<file path="src/rtl/seq_ctrl_if.sv">
// Handshake/data bundle between the fetch/execute datapath and the sequencer.
// The slave modport is the sequencer side; the master modport drives the status and data inputs.
interface seq_ctrl_if #(
  parameter int CNT_W = 32
);
  logic             start;
  logic [3:0]       icode;
  logic             in_mem;
  logic             in_inst;
  logic             hlt;
  logic [63:0]      valP;
  logic [63:0]      valC;
  logic [63:0]      valM;
  logic             cnd;
  logic             dmem_err;
  logic [63:0]      PC;
  logic             f_en;
  logic             d_en;
  logic             e_en;
  logic             m_en;
  logic             w_en;
  logic [2:0]       stat;
  logic             busy;
  logic [CNT_W-1:0] retired;

  modport slave (
    input  start, icode, in_mem, in_inst, hlt, valP, valC, valM, cnd, dmem_err,
    output PC, f_en, d_en, e_en, m_en, w_en, stat, busy, retired
  );

  modport master (
    output start, icode, in_mem, in_inst, hlt, valP, valC, valM, cnd, dmem_err,
    input  PC, f_en, d_en, e_en, m_en, w_en, stat, busy, retired
  );
endinterface

</file>
<file path="src/rtl/seq_ctrl.sv">
// Multi-cycle sequencer: one state per clock, six cycles per retired instruction.
// No backpressure; a fetch or data-memory fault parks the FSM in STOP until reset.
module seq_ctrl #(
  parameter logic [63:0] RESET_PC = 64'd0,
  parameter int          CNT_W    = 32
) (
  input  logic        clk,
  input  logic        rst_n,
  seq_ctrl_if.slave   bus
);

  localparam logic [2:0] ST_AOK = 3'd1;
  localparam logic [2:0] ST_HLT = 3'd2;
  localparam logic [2:0] ST_ADR = 3'd3;
  localparam logic [2:0] ST_INS = 3'd4;

  typedef enum logic [2:0] {
    S_IDLE, S_FETCH, S_DECODE, S_EXECUTE, S_MEMORY, S_WBACK, S_PCUPD, S_STOP
  } state_t;

  state_t           r_state;
  state_t           w_next;
  logic [63:0]      r_pc;
  logic [63:0]      w_pc_nxt;
  logic [63:0]      w_pc_sel;
  logic [2:0]       r_stat;
  logic [2:0]       w_stat_nxt;
  logic [2:0]       w_fetch_stat;
  logic [CNT_W-1:0] r_retired;
  logic [CNT_W-1:0] w_ret_nxt;

  always_ff @(posedge clk or negedge rst_n) begin
    if (!rst_n) begin
      r_state   <= S_IDLE;
      r_pc      <= RESET_PC;
      r_stat    <= ST_AOK;
      r_retired <= '0;
    end else begin
      r_state   <= w_next;
      r_pc      <= w_pc_nxt;
      r_stat    <= w_stat_nxt;
      r_retired <= w_ret_nxt;
    end
  end

  // Address fault outranks an illegal opcode, which outranks a halt.
  always_comb begin
    w_fetch_stat = ST_AOK;
    if (bus.in_mem)       w_fetch_stat = ST_ADR;
    else if (bus.in_inst) w_fetch_stat = ST_INS;
    else if (bus.hlt)     w_fetch_stat = ST_HLT;
  end

  // call and taken jump go to valC, ret to valM, everything else falls through.
  always_comb begin
    w_pc_sel = bus.valP;
    if (bus.icode == 4'd8 || (bus.icode == 4'd7 && bus.cnd)) w_pc_sel = bus.valC;
    else if (bus.icode == 4'd9)                             w_pc_sel = bus.valM;
  end

  always_comb begin
    w_next     = r_state;
    w_pc_nxt   = r_pc;
    w_stat_nxt = r_stat;
    w_ret_nxt  = r_retired;
    case (r_state)
      S_IDLE: begin
        if (bus.start) w_next = S_FETCH;
      end
      S_FETCH: begin
        w_stat_nxt = w_fetch_stat;
        w_next     = (w_fetch_stat == ST_AOK) ? S_DECODE : S_STOP;
      end
      S_DECODE:  w_next = S_EXECUTE;
      S_EXECUTE: w_next = S_MEMORY;
      S_MEMORY: begin
        if (bus.dmem_err) begin
          w_stat_nxt = ST_ADR;
          w_next     = S_STOP;
        end else begin
          w_stat_nxt = ST_AOK;
          w_next     = S_WBACK;
        end
      end
      S_WBACK: w_next = S_PCUPD;
      S_PCUPD: begin
        w_pc_nxt  = w_pc_sel;
        w_ret_nxt = r_retired + {{(CNT_W-1){1'b0}}, 1'b1};
        w_next    = S_FETCH;
      end
      S_STOP:  w_next = S_STOP;
      default: w_next = S_IDLE;
    endcase
  end

  assign bus.f_en    = (r_state == S_FETCH);
  assign bus.d_en    = (r_state == S_DECODE);
  assign bus.e_en    = (r_state == S_EXECUTE);
  assign bus.m_en    = (r_state == S_MEMORY);
  assign bus.w_en    = (r_state == S_WBACK);
  assign bus.busy    = (r_state != S_IDLE) && (r_state != S_STOP);
  assign bus.PC      = r_pc;
  assign bus.stat    = r_stat;
  assign bus.retired = r_retired;

endmodule

</file>
<file path="src/flat_wrapper.sv">
// flat-port wrapper written by rule: the top's interface ports become plain ports
module seq_ctrl_flat 
#(
  parameter logic [63:0] RESET_PC = 64'd0,
  parameter int          CNT_W    = 32
)
  (clk, rst_n, bus_start, bus_icode, bus_in_mem, bus_in_inst, bus_hlt, bus_valP, bus_valC, bus_valM, bus_cnd, bus_dmem_err, bus_PC, bus_f_en, bus_d_en, bus_e_en, bus_m_en, bus_w_en, bus_stat, bus_busy, bus_retired);
  seq_ctrl_if #(.CNT_W(CNT_W)) bus_i ();
  input  logic clk;
  input  logic rst_n;
  input wire logic [$bits(bus_i.start)-1:0] bus_start;
  input wire logic [$bits(bus_i.icode)-1:0] bus_icode;
  input wire logic [$bits(bus_i.in_mem)-1:0] bus_in_mem;
  input wire logic [$bits(bus_i.in_inst)-1:0] bus_in_inst;
  input wire logic [$bits(bus_i.hlt)-1:0] bus_hlt;
  input wire logic [$bits(bus_i.valP)-1:0] bus_valP;
  input wire logic [$bits(bus_i.valC)-1:0] bus_valC;
  input wire logic [$bits(bus_i.valM)-1:0] bus_valM;
  input wire logic [$bits(bus_i.cnd)-1:0] bus_cnd;
  input wire logic [$bits(bus_i.dmem_err)-1:0] bus_dmem_err;
  output wire logic [$bits(bus_i.PC)-1:0] bus_PC;
  output wire logic [$bits(bus_i.f_en)-1:0] bus_f_en;
  output wire logic [$bits(bus_i.d_en)-1:0] bus_d_en;
  output wire logic [$bits(bus_i.e_en)-1:0] bus_e_en;
  output wire logic [$bits(bus_i.m_en)-1:0] bus_m_en;
  output wire logic [$bits(bus_i.w_en)-1:0] bus_w_en;
  output wire logic [$bits(bus_i.stat)-1:0] bus_stat;
  output wire logic [$bits(bus_i.busy)-1:0] bus_busy;
  output wire logic [$bits(bus_i.retired)-1:0] bus_retired;
  assign bus_i.start = bus_start;
  assign bus_i.icode = bus_icode;
  assign bus_i.in_mem = bus_in_mem;
  assign bus_i.in_inst = bus_in_inst;
  assign bus_i.hlt = bus_hlt;
  assign bus_i.valP = bus_valP;
  assign bus_i.valC = bus_valC;
  assign bus_i.valM = bus_valM;
  assign bus_i.cnd = bus_cnd;
  assign bus_i.dmem_err = bus_dmem_err;
  assign bus_PC = bus_i.PC;
  assign bus_f_en = bus_i.f_en;
  assign bus_d_en = bus_i.d_en;
  assign bus_e_en = bus_i.e_en;
  assign bus_m_en = bus_i.m_en;
  assign bus_w_en = bus_i.w_en;
  assign bus_stat = bus_i.stat;
  assign bus_busy = bus_i.busy;
  assign bus_retired = bus_i.retired;
  seq_ctrl #(.RESET_PC(RESET_PC), .CNT_W(CNT_W)) u_core (.clk(clk), .rst_n(rst_n), .bus(bus_i));
endmodule
</file>
<file path="config.mk">
export PLATFORM = sky130hd
export DESIGN_NAME = seq_ctrl_flat
export DESIGN_NICKNAME = d
export VERILOG_FILES = /design/src/rtl/seq_ctrl_if.sv /design/src/rtl/seq_ctrl.sv /design/src/flat_wrapper.sv
export SDC_FILE = /design/constraint.sdc
export NUM_CORES = 1
export LEC_CHECK = 0
export CAP_MARGIN = 30
export CORE_MARGIN = 8
export CORE_UTILIZATION = 35
export CTS_CLUSTER_DIAMETER = 100
export DETAILED_ROUTE_END_ITERATION = 8
export PLACE_DENSITY = 0.85
export SETUP_SLACK_MARGIN = 0.05
export SLEW_MARGIN = 20
export SYNTH_ARGS = -nofsm -noshare
export SYNTH_HDL_FRONTEND = slang
export SYNTH_SLANG_ARGS = --single-unit
</file>
<file path="constraint.sdc">
create_clock -name clk -period 4.6 [get_ports clk]
set_input_delay 0.69 -clock clk [delete_from_list [all_inputs] [get_ports clk]]
set_output_delay 0.69 -clock clk [all_outputs]
set_load 0.1 [all_outputs]
</file>
==> results.md <==
* Cell Pwr Density at between 600 and 700 nW/um^2
* FILL cells at 1346
* Syn Area/Cell at roughly 9.1 sq um
* Hold Buf Count CTS at 0
* Gr usage total at about 19%
* Maximum vdd drop at just over 0.4 mV
* Highest-delay cell along the critical path: clkdlybuf4s50_1
* GP Congestion at between 0.8 and 0.9
* Largest stage delay on the critical path at ~1.2 ns
* Post-synthesis cell count at 609
* Worst-margin pin slew at 1.05 ns
* Setup TNS at 0 ns
* Final setup vio count at 0
* Register area share after synthesis at a little under half
* Final core utilization at about three fifths
* Fin crit share at between 70% and 80%
* Crit. End Element: output pin
* Finished Layout Cells at ~1100
* Status: complete, no violations
* Max cap viols at 0
* Vias in the first global route at between 5000 and 6000
* CORE AREA at 15700 sq um
* F_max at 310 MHz
* Slew Limit Fails at 0
* Clock Pin Slew Worst Setup and Hold Paths at about 0.07 ns
* Synth unique cells at 42
* Largest net degree at the start of global routing at 66
* Placed cells at about 1100
* Post-CTS Setup Inserts at 0
* Leakage power at 3.67 nW
* Drt pass-1 iters at 4
* Critical-path cell list: nand2b_1 > nor2_1 > clkdlybuf4s50_1
* DRT Wirelength at between 15000 and 20000 microns
* Remaining Overflow, GRT at 0
* Routed WL per cell at between 15 and 20 microns
* DPL Wire Length at between 15000 and 20000 microns
* H-tree depth at 3
* Clk_lat worst skew at between 0.3 and 0.4 ns
* Post-DRT Antenna Nets at 0
* Longest Clk Path Bufs at 2
* Max-Slew Margin vs Limit at a little under a third
* Gates resized, CTS repair at 0
* Initial DRC Count at 260
* I/O Buffers at about 310
* Initial Util at 35.4%
* FP Rows at 46
* Kind of critical path: reg2out
* CP max FO at 13
* Setup Skew at around 0.0081 ns
* RSZ-0062 raised after global routing: false
* Vias/cell at between 4 and 5
* Total CTS buffers at 9
* Ports at between 300 and 400
* Final net count at about 1100
* Initial antenna violation count at 1
* Worst EP arrival at roughly 2.5 ns
* Worst EP required at 3.91 ns
* Tmin final at around 3.2 ns
* Drc violations at 0
* First-pass GRT wire length at about 30000 microns
* Setup crit start kind: register
* Synthesized flop and latch total at 102
* Sink Count at slightly above 100
* Die area at approximately 20000 sq um
* CTS tree: built
* Root Buffer: clkbuf_16
* Final count of hold timing violations at 0
* Area added between synthesis and finish at 65.2%
* Synth warn at 0
* Synthesized area at between 5000 and 6000 sq um
* Synth Net Count at between 800 and 900
* Fraction of layout cells with a size suffix above 1 at 4.57%
* HP Class: in2async
* Die W at approximately 140 microns
* Chip Height at about 140 microns
* Vias at around 5600
[synth_stat cells (all sizes together)]
library cell  number  area share, %
o22ai              1           0.23
a32o               1           0.18
or3b               1           0.16
nor4              13            2.6
o22a               1           0.16
and3               2           0.23
nand3             10            1.1
clkbuf            20            1.4
ha                 1           0.23
nand2             77            5.2
a311oi             1           0.16
xnor2             10            1.6
nand2b             2           0.23
inv                9           0.61
nand3b             1           0.14
dfrtp            101             46
nor3              12            1.1
a21oi              5           0.45
buf               26            2.6
nor3b              3           0.50
o32a               1           0.18
nand4              8            1.4
and3b              1           0.16
xor2              21            3.3
nor2              13           0.88
and4               5           0.84
a211oi            64            8.7
o21ai            130             12
dfstp              1           0.47
nor2b             64            7.2
a21o               1           0.14
and2               2           0.23
and4bb             1           0.23
[layout make-up]
type	count	area, sq um	area share, %
clock inverters	5	58.8	0.643
inverters	9	33.8	0.369
flip-flops and latches	102	2550	27.9
repair buffers	318	3240	35.4
well taps	216	270	2.95
multi-input cells	452	2750	30.0
clock buffers	11	243	2.65
diodes	1	2.50	0.0273
[flip-flops by register name (all words and copies together) (netlist names)]
name,flops
u_core.bus.stat,3
u_core.r_state,3
u_core.bus.PC,64
u_core.bus.retired,32
[cell families after synthesis]
group | Yosys count | share of synthesized area, %
adders and majority gates | 1 | 0.226
DFF | 102 | 46.1
xor gates and xnor gates | 31 | 4.90
buffers and inverters | 55 | 4.61
and+or+nand+nor | 215 | 22.2
AOI/OAI and AO/OA | 205 | 21.9
[layer usage]
layer | vias up | wire length [microns] | GRT usage, %
met4 | 0 | 429 | 6.50
met1 | 2601 | 7870 | 22.2
met5 | - | 0 | 0
met3 | 28 | 1740 | 6.96
met2 | 216 | 9830 | 32.7
li1 | 2719 | - | -
[worst max-delay path: cells and delay by family, from the launching register on]
kind	cells	cell delay, ns
simple gates	2	0.48
flops	1	0.51
buf+inv	1	1.20
[placed cells by master, fill, tap and decap left out, drive strengths merged]
cell / count
nand2b: 2
and3: 2
ha: 1
nand3: 10
nor3: 12
clkbuf: 11
a32o: 1
buf: 11
and4bb: 1
a21o: 1
dfstp: 1
and2: 2
bufinv: 1
a21oi: 5
o21ai: 130
dfrtp: 101
a311oi: 1
and4: 5
clkdlybuf4s50: 307
inv: 9
nand2: 77
nand4: 8
clkinvlp: 2
nor2: 13
o22ai: 1
and3b: 1
nor4: 13
diode: 1
o32a: 1
nor2b: 64
nor3b: 3
o22a: 1
a211oi: 64
xor2: 21
xnor2: 10
or3b: 1
clkinv: 2
nand3b: 1
[report_power, final]
group | total, W | leakage, nW | switching [W] | internal (W)
sequential | 0.00146 | 1.30 | 0.000239 | 0.00122
combinational | 0.00414 | 2.24 | 0.00312 | 0.00103
clock | 0.000780 | 0.142 | 0.000343 | 0.000437
[per-stage QoR]
| step | worst slack, ns | cell area, sq um | total power [W] | hold slack [ns] |
|---|---|---|---|---|
| 2_1_floorplan | 1.01 | 5540 | 0.00444 | 0.394 |
| 3_3_place_gp | 1.72 | 8740 | 0.00552 | 0.457 |
| 4_1_cts | 1.36 | 9150 | 0.00644 | 0.469 |
| 3_5_place_dp | 1.68 | 8850 | 0.00564 | 0.461 |
| 6_report | 1.38 | 9150 | 0.00639 | 0.426 |
| 5_1_grt | 1.25 | 9150 | 0.00666 | 0.485 |
[path summary, 6_finish.rpt]
kind,startpoint,endpoint,slack (ns),depth (start not counted)
setup / recovery,u_core.r_state[1],bus_m_en,1.38,3
setup reg to reg,u_core.r_state[1],u_core.bus.retired[31],2.31,4
max in group asynchronous,rst_n,u_core.bus.PC[39],3.11,2
hold reg to reg,u_core.bus.retired[31],u_core.bus.retired[31],0.47,1
hold / removal,rst_n,u_core.bus.stat[1],0.43,1
min in group clk,u_core.bus.retired[31],u_core.bus.retired[31],0.47,1
Note: power is estimated with default switching activity, not from simulation.
